File: src/rtl/dmem_arbiter.sv
// Two-requester round-robin arbiter/sequencer for the single-port data memory.
// Optional grant/conflict counters are enabled with `define DMEM_ARB_STATS_EN.
module dmem_arbiter #(
  parameter int unsigned ADDR_W = 32,
  parameter int unsigned DATA_W = 32,
  parameter int unsigned DEPTH  = 200
) (
  input  logic              clk,
  input  logic              rst_n,
  input  logic              req0,
  input  logic              req1,
  input  logic              we0,
  input  logic              we1,
  input  logic [ADDR_W-1:0] addr0,
  input  logic [ADDR_W-1:0] addr1,
  input  logic [DATA_W-1:0] wdata0,
  input  logic [DATA_W-1:0] wdata1,
  output logic              gnt0,
  output logic              gnt1,
  output logic [DATA_W-1:0] rdata0,
  output logic [DATA_W-1:0] rdata1,
  output logic              rvalid0,
  output logic              rvalid1,
  output logic              err0,
  output logic              err1,
  output logic              mem_read,
  output logic              mem_write,
  output logic [ADDR_W-1:0] mem_addr,
  output logic [DATA_W-1:0] mem_wdata,
  input  logic [DATA_W-1:0] mem_rdata
`ifdef DMEM_ARB_STATS_EN
  ,
  output logic [15:0]       stat_gnt0,
  output logic [15:0]       stat_gnt1,
  output logic [15:0]       stat_conflict
`endif
);

  typedef enum logic [0:0] {StIdle, StAccess} state_e;

  state_e state_q;
  logic   last_q;
  logic   lat_id_q;
  logic   lat_we_q;
  logic   lat_oor_q;

  logic              any_req;
  logic              both_req;
  logic              win_id;
  logic              win_we;
  logic              win_oor;
  logic [ADDR_W-1:0] win_addr;
  logic [DATA_W-1:0] win_wdata;

  always_comb begin
    any_req   = req0 | req1;
    both_req  = req0 & req1;
    // On conflict the requester that was not granted last wins.
    win_id    = both_req ? ~last_q : req1;
    win_we    = win_id ? we1 : we0;
    win_addr  = win_id ? addr1 : addr0;
    win_wdata = win_id ? wdata1 : wdata0;
    win_oor   = (win_addr >= ADDR_W'(DEPTH));
  end

  always_ff @(posedge clk or negedge rst_n) begin
    if (!rst_n) begin
      state_q   <= StIdle;
      last_q    <= 1'b1;
      lat_id_q  <= 1'b0;
      lat_we_q  <= 1'b0;
      lat_oor_q <= 1'b0;
      gnt0      <= 1'b0;
      gnt1      <= 1'b0;
      rvalid0   <= 1'b0;
      rvalid1   <= 1'b0;
      err0      <= 1'b0;
      err1      <= 1'b0;
      rdata0    <= '0;
      rdata1    <= '0;
      mem_read  <= 1'b0;
      mem_write <= 1'b0;
      mem_addr  <= '0;
      mem_wdata <= '0;
`ifdef DMEM_ARB_STATS_EN
      stat_gnt0     <= '0;
      stat_gnt1     <= '0;
      stat_conflict <= '0;
`endif
    end else begin
      gnt0      <= 1'b0;
      gnt1      <= 1'b0;
      rvalid0   <= 1'b0;
      rvalid1   <= 1'b0;
      err0      <= 1'b0;
      err1      <= 1'b0;
      mem_read  <= 1'b0;
      mem_write <= 1'b0;
      unique case (state_q)
        StIdle: begin
          if (any_req) begin
            state_q   <= StAccess;
            last_q    <= win_id;
            lat_id_q  <= win_id;
            lat_we_q  <= win_we;
            lat_oor_q <= win_oor;
            gnt0      <= ~win_id;
            gnt1      <= win_id;
            // mem_addr/mem_wdata double as the latched request attributes.
            mem_addr  <= win_addr;
            mem_wdata <= win_wdata;
            mem_read  <= ~win_we & ~win_oor;
            mem_write <= win_we & ~win_oor;
`ifdef DMEM_ARB_STATS_EN
            if (!win_id && stat_gnt0 != 16'hFFFF) stat_gnt0 <= stat_gnt0 + 16'd1;
            if (win_id && stat_gnt1 != 16'hFFFF) stat_gnt1 <= stat_gnt1 + 16'd1;
            if (both_req && stat_conflict != 16'hFFFF) begin
              stat_conflict <= stat_conflict + 16'd1;
            end
`endif
          end
        end
        StAccess: begin
          state_q <= StIdle;
          if (lat_oor_q) begin
            err0 <= ~lat_id_q;
            err1 <= lat_id_q;
          end else if (!lat_we_q) begin
            if (lat_id_q) begin
              rvalid1 <= 1'b1;
              rdata1  <= mem_rdata;
            end else begin
              rvalid0 <= 1'b1;
              rdata0  <= mem_rdata;
            end
          end
        end
        default: state_q <= StIdle;
      endcase
    end
  end

endmodule

File: config.mk
export PLATFORM = sky130hd
export DESIGN_NAME = dmem_arbiter
export DESIGN_NICKNAME = d
export VERILOG_FILES = /design/src/rtl/dmem_arbiter.sv
export SDC_FILE = /design/constraint.sdc
export NUM_CORES = 1
export LEC_CHECK = 0
export ABC_AREA = 1
export ABC_CLOCK_PERIOD_IN_PS = 1400
export CELL_PAD_IN_SITES_DETAIL_PLACEMENT = 0
export CELL_PAD_IN_SITES_GLOBAL_PLACEMENT = 2
export CORE_UTILIZATION = 20
export DETAILED_ROUTE_END_ITERATION = 16
export PLACE_DENSITY_LB_ADDON = 0.1
export SETUP_SLACK_MARGIN = 0.5
export SYNTH_ARGS = -nofsm -noshare
export SYNTH_HDL_FRONTEND = slang
export SYNTH_SLANG_ARGS = --single-unit
File: constraint.sdc
create_clock -name clk -period 1.4 [get_ports clk]
set_input_delay 0.28 -clock clk [delete_from_list [all_inputs] [get_ports clk]]
set_output_delay 0.28 -clock clk [all_outputs]
set_load 0.01 [all_outputs]
# == Yosys cells after proc, flatten, opt, wreduce, memory -nomap -nowiden ==
# Index checks and enable logic that the tools add are counted.
# classes
add_sub_neg,0
n_mul,0
div,0
magnitude_cmp,1
n_eq_ne,0
n_shift,0
n_mux,26
n_bitwise,12
reduce_logical,3
# ops
cell,n
$mux 32,2
$ge 32x8->1 const B,1
$mux 1,23
$not 1->1,8
$reduce_and 4->1,2
$and 1x1->1,3
$pmux 1 s2,1
$reduce_and 2->1,1
$or 1x1->1,1
# word_totals
reg_bits,141
latch_bits,0
ramBits,0
mem_bits_ro,0
input_bits,166
output_inout_bits,136
word_cells,59
n_memories,0

# == Depth between registers and ports, before layout ==
# Gate-level depths: netlist of the first run.
# depth
ltp_word,8
mapped_depth,13
mapped_depth_nobuf,11

# == Least setup slack after synthesis of the first run ==
# No wires, ideal clock.
# synth_timing
path_kind,register to register
startpoint,register last_q
endpoint,register lat_oor_q
setup_time_ps,117
arrival_ps,1406
t_required_ps,1283
slack_ps,-122
stages_incl_launch_ff,14
n_path_buf,2
synth_period_minus_slack_ps,1522
cell_sequence,dfstp_2 > nand2_2 > nand2_2 > buf_6 > buf_6 > nand2_1 > nand2_1 > nand2_1 > nor2_1 > nand2_1 > nor2_1 > nand2_1 > nand2_1 > nand2_1
# synth_via
elab_chain_len,4
# synth_lines
item,line,text
start: declaration,42,logic last_q;
start signal: assignment,103,last_q <= win_id;
$not 1->1,59,win_id = both_req ? ~last_q : req1;
$mux 1,59,
$mux 32,61,win_addr = win_id ? addr1 : addr0;
$ge 32x8->1,63,win_oor = (win_addr >= ADDR_W'(DEPTH));
end signal: assignment,106,lat_oor_q <= win_oor;
end: declaration,45,logic lat_oor_q;
# Every way passes these cells.
# A chain may end at the register's enable or synchronous reset.

# == Worst setup path in the final report of the first run ==
# Same ends and word-level chain as after synthesis.

==> results.ini, run 1 <==
[power_and_ir_drop]
report.power.total_mw = 19.08
power_frac_comb = 0.430
power.density_mw_per_mm2 = 1572
internal_power_mw = 12.57
sequentialPowerShare = 0.335
p_leak_nw = 5.980
worst_ir_drop_vdd_mv = 0.8353
total_switching_power_mw = 6.514
clkPwrFrac = 0.235
swShare = 0.3414

[synth]
synth.top_cells.by_area = dfrtp_1 57%, nand2_1 18%, o21ai_0 6.6%
synth_seq_cells = 141
synth_largest_type_area_fraction = 0.5670
post-synth-top-area-cell = dfrtp_1
synth_enable_flop_cells = 0
synth_seq_area_share = 0.5713
synth.most_common_cell = nand2_1
netlist_instances = 751
syn_area_per_cell_um2 = 8.227
yosysUniqueCellTypes = 23
synth-main-ff-cell = dfrtp_1
syn-cell-area_mm2 = 0.006178
synth_fp_nets = 917
synth_warnings = 0
synthTopCellsByCount = 292 x nand2_1, 140 x dfrtp_1, 81 x o21ai_0, 72 x inv_1, 45 x nand3_1
synthArstFlopShare = 1.000

[route]
via_count = 6526
drtPass1Iterations = 4
vias_per_cell = 4.081
antenna_violating_nets_post_route = 0
drcViolationCount = 0
routed_wl_um = 27160
route.detailed.wl_per_inst_um = 16.98
detailedRoute.firstIterationViolations = 297

[setup_path]
delay_of_the_slowest_cell_on_the_worst_path_ps = 550
r2r_start = last_q
setup.worst_path.start_class = flip-flop
critPathCaptureType = flip-flop
worstPathArrival_ps = 2040
critical_path.n_buffers_inverters = 2
critical_path_peak_fanout = 8
timing.setup.critical_path_class = reg -> reg
crit_chain = nand2_4, nand2_8, buf_12, buf_12, nand2_4, nand2_4, nand2_1, nor2_1, nand2_1, nor2_1, nand2_1, nand2_1, nand2_1
setup.reg_to_reg.worst_slack_ps = -320
cpLargestDelayFamily = simple AND/OR/NAND/NOR gates
worst_ep_required_time_ps = 1710
rr_worst_depth = 13
r2r_end = lat_oor_q
timing.critical_path.slowest_stage_cell = dfstp_2
crit_path_frequent_cell = nand2_1

[clock_tree]
clock_tree.htree_level_count = 4
clkTransAtPathRegs_ps = 70
cts_inserted_buffers = 17
max-clock-path-buffers = 2
tritoncts_num_sinks = 141
cts.root.buffer_cell = clkbuf_16
tritoncts = yes
worst_skew_pair_latency_ps = 430

[placed_design]
placed_cells = 1456
globalplace.congestion = 0.7275
standard_cell_area_after_detailed_placement_mm2 = 0.01007
worst_slack_at_placement_ps = -631.3
dp_hpwl_um = 17150
io_buffer_count = 301

[final_layout]
finalCoreUtilization = 0.4043
final_nets = 1362
areaGrowthSynthToFinish_pct = 96.52
finalInstanceArea_mm2 = 0.01214
num_antenna_cells = 0
final_cells = 1599
post_route_cells_drive_above_1_share = 0.3739

[sta]
clock_skew_ps = 12.91
worst-slew-pin-transition_ps = 283.6
timing.final.ws_setup_ps = -323.8
timing.max_slew.rel_slack = 0.8109
fmax_mhz = 580.1
grt_setup_unrepaired = true
final_hold_viol_count = 0
finalCritPeriodShare = 1.231
timing.final.setup_violations = 78
final.setup.tns_ps = -11640
timing_max_transition_violations_final = 0
hold-worst-slack_ps = 272.1
min_period_ps = 1724

[global_routing]
antenna_violations_before_repair = 1
globalRouteTotalUtil = 0.1580
grt_pass1_wl_um = 37670
grt-ovfl-total = 0
grt_pass1_vias = 6457
grt_start_max_net_pins = 41

[floorplan]
design.portCount = 302
floorplan.rows = 63
dieArea_mm2 = 0.03160
coreArea_mm2 = 0.03003
floorplan.die.width_um = 177.8
start_util = 0.2057
die_h_um = 177.8

[status]
result_of_the_run = complete, but fails checks
violations = negative setup slack

[job]
maxCapViolCount = 0

[hold_path]
worst_hold_path_type = in -> async

-- layer usage --
| layer | global-route usage | up-vias | routed length [um] |
|---|---|---|---|
| met4 | 0.03704 | 0 | 230 |
| met5 | 0 | - | 0 |
| met1 | 0.2109 | 3073 | 12530 |
| met2 | 0.2583 | 179 | 13130 |
| li1 | - | 3260 | - |
| met3 | 0.03492 | 14 | 1266 |
-- power groups by stage --
stage / clock network, mW / logic, mW / registers, mW
global route: 4.82 / 8.91 / 6.55
finish: 4.48 / 8.21 / 6.40
detailed placement: 0 / 6.49 / 6.28
global placement: 0 / 6.53 / 6.26
CTS: 4.65 / 6.83 / 6.25
floorplan: 0 / 1.73 / 6.89
-- repair_timing --
action                                  in CTS  in global routing
pin swaps                                   33                 29
endpoints found under the hold margin       34                  0
hold buffers                                 1                  0
gates resized for setup                    717                141
buffers inserted                            56                 36
gates cloned                                 7                 11
endpoints found under the setup margin     274                293
-- state kept, by name (all words and copies together) (netlist names) --
name and count:
mem_wdata 32, rdata1 32, lat_we_q 1, mem_write 1
rdata0 32, lat_id_q 1, mem_addr 32, rvalid1 1
err1 1, err0 1, last_q 1, mem_read 1
gnt0 1, rvalid0 1, state_q 1, lat_oor_q 1
gnt1 1
-- worst max path at each step --
| stage | startpoint | to | slack [ps] | cells past startpoint |
|---|---|---|---|---|
| 6_report | last_q | lat_oor_q | -320 | 13 |
| 5_1_grt | last_q | lat_oor_q | -430 | 13 |
| 3_3_place_gp | req0 | mem_write | -650 | 11 |
| 3_5_place_dp | req0 | mem_write | -630 | 12 |
| 4_1_cts | last_q | mem_write | -320 | 11 |
| 2_1_floorplan | last_q | lat_oor_q | -110 | 13 |
-- cell type report --
class / count / area [um2]
clock buffer: 18 / 439.2
clock inverter: 14 / 125.1
fill: 3054 / 17890
inverter: 75 / 300.3
multi-input combinational: 496 / 2656
sequential: 141 / 3533
tap: 390 / 488.0
timing repair buffer: 465 / 4599
-- cell usage in the layout, fill, tap and decap left out, types with 2 or more instances in the layout --
cell               n
nand3b_1          24
clkbuf_16         24
nand2_2           38
o21ai_1           64
buf_2             65
nand2_1          231
buf_4            108
buf_16             8
nor2_1            23
inv_6              6
nor2_2             2
buf_6             93
clkdlybuf4s50_1  162
o21ai_2           36
nand2_4           24
dfrtp_2            3
nand3_2            4
buf_12            17
dfrtp_1          137
inv_4              2
clkinv_4           3
nand3_1           41
inv_1             71
inv_8              3
nor2_4             2
buf_8              2
-- cells by family (layout without fill, tap and decap cells) --
logic type      Yosys count  in the layout  synth area share
flops                   141            141            0.5713
buf+inv                 114            572           0.07695
simple gates            394            394            0.2685
compound gates          102            102           0.08323
Note: power is estimated with default switching activity, not from simulation.
==> inputs of run 2 (changes only) <==
==> constraint.sdc (replaced) <==
create_clock -name clk -period 1.4 [get_ports clk]
set_input_delay 0.28 -clock clk [delete_from_list [all_inputs] [get_ports clk]]
set_output_delay 0.28 -clock clk [all_outputs]
set_load 0.005 [all_outputs]
==> run 2 against run 1 <==
- the flow still finishes with violations (negative setup slack)
- sequential share of layout area is 2.2 points higher
- non-clock buffer count is 43 lower
- first-iteration DRC count is 19% lower
- total power is 13% lower
- wire length is 2.6% lower
- worst hold slack better by 47 ps
- clock power hardly changed
- highest routed layer unchanged
==> results.ini, run 2 (synthesized netlist as in run 1, its figures left out) <==
[status]
result_of_the_run = complete, but fails checks
violations = negative setup slack

[clock_tree]
tritoncts = yes
worst_skew_pair_latency_ps = 420  ; about the same
clkTransAtPathRegs_ps = 70  ; about the same
max-clock-path-buffers = 2  ; unchanged
cts_inserted_buffers = 17  ; unchanged
cts.root.buffer_cell = clkbuf_16
tritoncts_num_sinks = 141  ; unchanged
clock_tree.htree_level_count = 4  ; unchanged

[placed_design]
io_buffer_count = 301  ; unchanged
dp_hpwl_um = 17670  ; +3.0%
placed_cells = 1458  ; +0.14%
globalplace.congestion = 0.7209  ; -0.91%

[sta]
finalCritPeriodShare = 1.197  ; -0.03387
worst-slew-pin-transition_ps = 360.0  ; +76.42 ps
clock_skew_ps = 11.88  ; -1.026 ps
timing.max_slew.rel_slack = 0.7600  ; -0.05095
hold-worst-slack_ps = 318.6  ; +46.56 ps
timing.final.ws_setup_ps = -276.3  ; +47.42 ps
fmax_mhz = 596.5  ; +2.8%
final.setup.tns_ps = -9490  ; +2154 ps
grt_setup_unrepaired = true
final_hold_viol_count = 0  ; unchanged
min_period_ps = 1676  ; -47.42 ps
timing_max_transition_violations_final = 0  ; unchanged
timing.final.setup_violations = 94  ; +21%

[final_layout]
layout_commonest_cell = nand2_1
finalCoreUtilization = 0.3754  ; -0.02891
layout.cells.most_common_list = 237 x nand2_1, 162 x clkdlybuf4s50_1, 138 x dfrtp_1
final_cells = 1557  ; -2.6%
post_route_cells_drive_above_1_share = 0.3319  ; -0.04196
areaGrowthSynthToFinish_pct = 82.46
final_nets = 1319  ; -3.2%

[setup_path]
critical_path.n_buffers_inverters = 3  ; +1
delay_of_the_slowest_cell_on_the_worst_path_ps = 560  ; about the same
worst_ep_required_time_ps = 1760  ; +50 ps
cpLargestDelayFamily = simple AND/OR/NAND/NOR gates
setup.worst_path.start_class = flip-flop
timing.critical_path.slowest_stage_cell = dfstp_2
crit_chain = nand2_4, buf_4, buf_12, nand3b_1, nand2_2, nor2_4, nand2_2, inv_1, nor2_2, nand2_1, nand2_1, nand2_1
critical_path_peak_fanout = 12  ; +4
critPathCaptureType = flip-flop
worstPathArrival_ps = 2040  ; about the same
crit_path_frequent_cell = nand2_1
timing.setup.critical_path_class = reg -> reg
setup.reg_to_reg.worst_slack_ps = -280  ; +50 ps

[route]
vias_per_cell = 4.066  ; -0.37%
detailedRoute.firstIterationViolations = 242  ; -19%
via_count = 6331  ; -3.0%
routed_wl_um = 26460  ; -2.6%
drcViolationCount = 0  ; unchanged
drtPass1Iterations = 4  ; unchanged
antenna_violating_nets_post_route = 0  ; unchanged
route.detailed.wl_per_inst_um = 16.99  ; about the same

[floorplan]
coreArea_mm2 = 0.03003  ; unchanged
floorplan.rows = 63  ; unchanged
die_h_um = 177.8  ; unchanged
dieArea_mm2 = 0.03160  ; unchanged
floorplan.die.width_um = 177.8  ; unchanged
start_util = 0.2057  ; unchanged
design.portCount = 302  ; unchanged

[job]
maxCapViolCount = 0  ; unchanged

[global_routing]
antenna_violations_before_repair = 1  ; unchanged
grt_start_max_net_pins = 65  ; +59%
grt_pass1_wl_um = 36860  ; -2.2%
grt-ovfl-total = 0  ; unchanged
globalRouteTotalUtil = 0.1565  ; -0.001500
grt_pass1_vias = 6247  ; -3.3%

[power_and_ir_drop]
power.density_mw_per_mm2 = 1480  ; -5.8%
p_leak_nw = 5.596  ; -6.4%
report.power.total_mw = 16.69  ; -13%
worst_ir_drop_vdd_mv = 0.8429  ; +0.92%

[hold_path]
worst_hold_path_type = in -> async

[run 2: power by group]
part,switching (mW),internal [mW]
Combinational,2.65,3.27
Sequential,0.816,5.46
Clock,2.09,2.39
Total,5.56,11.1
[run 2: routing by layer]
layer  track usage  routed length [um]  up-vias
met1        0.2036               11720     2971
met4       0.04452                 215        0
met2        0.2601               13210      182
li1              -                   -     3163
met3       0.03278                1315       15
met5             0                   0        -
[run 2: path summary, 6_finish.rpt]
check,cells after the start,endpoint,from
setup reg to reg,12,lat_oor_q,last_q
min in group clk,3,mem_wdata[21],wdata1[21]
setup / recovery,12,lat_oor_q,last_q
hold / removal,2,rdata1[10],rst_n
max in group asynchronous,3,mem_addr[25],rst_n
hold reg to reg,2,rdata0[22],rdata0[22]
[run 2: through the flow]
stage	area (um2)	setup slack (ps)
detailed placement	10090	-722.4
global route	11270	-383.7
CTS	10730	-312.4
global placement	10090	-706.4
floorplan	6354	-111.8
finish	11270	-276.3
[run 2: timing repair]
action	CTS	global route
pin swaps	30	30
endpoints found under the setup margin	274	319
buffers inserted	40	5
hold endpoints to repair	23	0
hold buffers	1	0
gates resized for setup	639	85
cloned	7	13
[run 2: area by class of cell]
type	count	area (um2)
diodes	1	2.502
clock buffers	18	439.2
clock inverters	14	126.4
fillers	3180	18760
inverters	75	302.8
multi-input cells	496	2531
flip-flops and latches	141	3532
well taps	390	488.0
repair buffers	422	3851
==> RTL change 1, RTL diff (config.mk and constraints of run 1) <==
The parameter `DATA_W` goes from 32 to 64.
--- a/src/rtl/dmem_arbiter.sv
+++ b/src/rtl/dmem_arbiter.sv
@@ -2,7 +2,7 @@
 // Optional grant/conflict counters are enabled with `define DMEM_ARB_STATS_EN.
 module dmem_arbiter #(
   parameter int unsigned ADDR_W = 32,
-  parameter int unsigned DATA_W = 32,
+  parameter int unsigned DATA_W = 64,
   parameter int unsigned DEPTH  = 200
 ) (
   input  logic              clk,
Interface: changed (6 resized); port bits go from 302 to 494. No check against the original RTL was run, so the function may have changed too.
==> RTL change 1 against run 1 <==
  * The flow still finishes with violations (negative setup slack)
  * Sequential cell count rose by 96
  * Core utilization is 1.2 points lower
  * Setup slack is essentially flat
  * Die area increased by 59%
  * Critical endpoint is now mem_wdata[13]
  * Critical path type unchanged
  * Sequential power increased by 75%
  * Worst hold slack worse by 0.14 ns
  * Cell area is 58% higher
  * Sequential share of layout area grew 1.9 points
  * Power up 69%
  * First-iteration DRC count is 27% higher
  * Wire length grew 74%
  * Non-clock buffer count up 224
  * Area after synthesis up 60%
==> RTL change 1: results (changes against run 1) <==
CP delay by family, top: buffers and inverters
wl on met1: 18.9 mm (+51%)
Max Used Layer: met5
sequential share of power: 34.6% (+1.1 points)
Power Total: 0.0323 W (+69%)
outcome: complete, but fails checks
Syn Nets: 1,425 (+55%)
PortBufs: 493 (+64%)
clock buffer count from CTS: 31 (+14)
final setup margin: -0.324 ns (+0.000191 ns)
Leak: 9.35 nW (+56%)
Max IR drop VDD: 1.01 mV (+21%)
GR Util met2: 27.5% (+1.6 points)
DR vias/cell: 4.09 (+0.25%)
vias in the first global route: 10,200 (+58%)
Setup-failing EPs final: 175 (+120%)
Final Net Count: 2,084 (+53%)
largest net degree at the start of global routing: 53 (+29%)
Clock power frac: 24.2% (+0.7 points)
library cells used by synthesis: 22 (-4.3%)
first-pass GRT wire length: 62.9 mm (+67%)
WL met3: 3.87 mm (+210%)
routed len/inst: 18.8 um (+11%)
Seq/Total Area, Yosys: 60.0% (+2.8 points)
failing checks: negative setup slack
R2R cell count: 10 (-3)
reg2reg end: mem_wdata[13]
top cells by area, synth: dfrtp_1 (60%), nand2_1 (17%), o21ai_1 (5.8%)
Synth top cells by count: nand2_1 (452), dfrtp_1 (236), o21ai_1 (115)
Post-Place Cells: 2,333 (+60%)
pre-CTS setup slack: -0.597 ns (+0.0343 ns)
met3 Resource Use GR: 6.24% (+2.8 points)
layout cells sized above 1: 34.2% (-3.2 points)
met1 Use GR: 19.9% (-1.2 points)
1st-iter DRT viols: 378 (+27%)
RTL change 1: cell type report:
| cell class | instances | area share [%] |
|---|---|---|
| multi-input combinational | 752 | 20.0 |
| clock buffer | 46 | 4.87 |
| timing repair buffer | 689 | 37.0 |
| tap | 664 | 4.34 |
| clock inverter | 11 | 0.392 |
| inverter | 107 | 2.22 |
| timing repair inverter | 4 | 0.222 |
| sequential | 237 | 31.0 |
| antenna | 3 | 0.0392 |
RTL change 1: logic make-up after synthesis:
group,after synthesis,share of synthesized area [%]
compound gates,166,8.43
flops,237,60.0
simple gates,586,24.4
buf+inv,174,7.26
RTL change 1: what timing repair did:
action,4_1_cts,5_1_grt
gates resized for setup,1167,185
endpoints found under the setup margin,468,469
cloned,3,34
hold endpoints to repair,187,0
pin swaps,9,31
hold buffers,1,0
buffers inserted,50,32
RTL change 1: worst reg2reg max path, delay by kind of cell (launching register included):
| kind | cells | cell delay, ns |
|---|---|---|
| buf+inv | 5 | 0.63 |
| simple gates | 5 | 0.46 |
| flops | 1 | 0.57 |
==> RTL change 2, RTL diff (config.mk and constraints of run 1) <==
Made on the original files. Reset style: synchronous (`rst_n`), changed in one clocked block.
--- a/src/rtl/dmem_arbiter.sv
+++ b/src/rtl/dmem_arbiter.sv
@@ -63,7 +63,7 @@
     win_oor   = (win_addr >= ADDR_W'(DEPTH));
   end
 
-  always_ff @(posedge clk or negedge rst_n) begin
+  always_ff @(posedge clk) begin
     if (!rst_n) begin
       state_q   <= StIdle;
       last_q    <= 1'b1;
Check against the original RTL: differs if rst_n is asserted again (counterexample within 4 cycles, from zero or initial values and one cycle with rst_n low); with rst_n held inactive, the same outputs for 4 cycles.
==> RTL change 2 against run 1 <==
  * Cell area shrank 2.5%
  * Global-route usage is 0.15 points higher
  * Area after synthesis down 8.8%
  * The run still ends with negative setup slack left
  * Critical path type unchanged
  * Setup slack improved by 0.17 ns
  * First-iteration DRC count shrank 0.34%
  * Wire length is 5.9% lower
  * Sequential cell count is the same
Power is not compared: it rests on default switching activity, and its combinational part moved more than twofold at a synthesized area within 25%.
==> RTL change 2: results (changes against run 1) <==
outcome: complete, but fails checks
failing checks: negative setup slack
Final Skew: 0.0135 ns (+0.000617 ns)
slew margin rel.: 71.8% (-9.3 points)
first-pass GRT wire length: 35.2 mm (-6.5%)
setup TNS: -3.67 ns (+7.97 ns)
TritonRoute pass-1 iters: 5 (+1)
Setup-failing EPs final: 37 (-53%)
Post-Place Cells: 1,440 (-1.1%)
GR Util met2: 25.3% (-0.53 points)
Fillers: 2,825 (-7.5%)
hpwl dp: 15.6 mm (-9.0%)
prevailing post-synth register cell: dfxtp_1
Largest stage delay, worst path: 0.38 ns (-0.17 ns)
Crit Path Max Fanout: 7 (-1)
wl on met1: 11.7 mm (-6.9%)
routed len/inst: 16.9 um (-0.31%)
WL met3: 1.77 mm (+39%)
hold crit path type: input port to register
routed length on met2: 11.9 mm (-9.4%)
met1 Use GR: 20.5% (-0.58 points)
final setup margin: -0.157 ns (+0.167 ns)
initial antenna violation count: 0 (-1)
Synth top cells by count: nor2_1 (146), nand2_1 (145), dfxtp_1 (141)
post-cts repair resize count: 918 (+28%)
==> RTL change 2: cell types whose count changed after synthesis, moves of 35 or more <==
cell | run 1 | this run
nor2_1 | 25 | 146
dfrtp_1 | 140 | 0
nand2_1 | 292 | 145
o21ai_0 | 81 | 130
nand3_1 | 45 | 7
a31oi_1 | 0 | 35
dfxtp_1 | 0 | 141
==> RTL change 2: layout make-up <==
type	instances	area [um2]	area share, %
Tap cell	378	473	3.99
Multi-Input combinational cell	529	3150	26.6
Timing Repair Buffer	389	4440	37.5
Clock buffer	18	439	3.71
Clock inverter	13	156	1.32
Sequential cell	141	3000	25.4
Inverter	42	183	1.54
==> RTL change 2: worst paths after layout <==
| kind | startpoint | end | slack [ns] | cells after the start |
|---|---|---|---|---|
| setup / recovery | last_q | mem_read | -0.16 | 10 |
| hold / removal | rst_n | last_q | 0.16 | 2 |
| setup reg to reg | last_q | mem_read | -0.16 | 10 |
| hold reg to reg | lat_id_q | err0 | 0.46 | 1 |
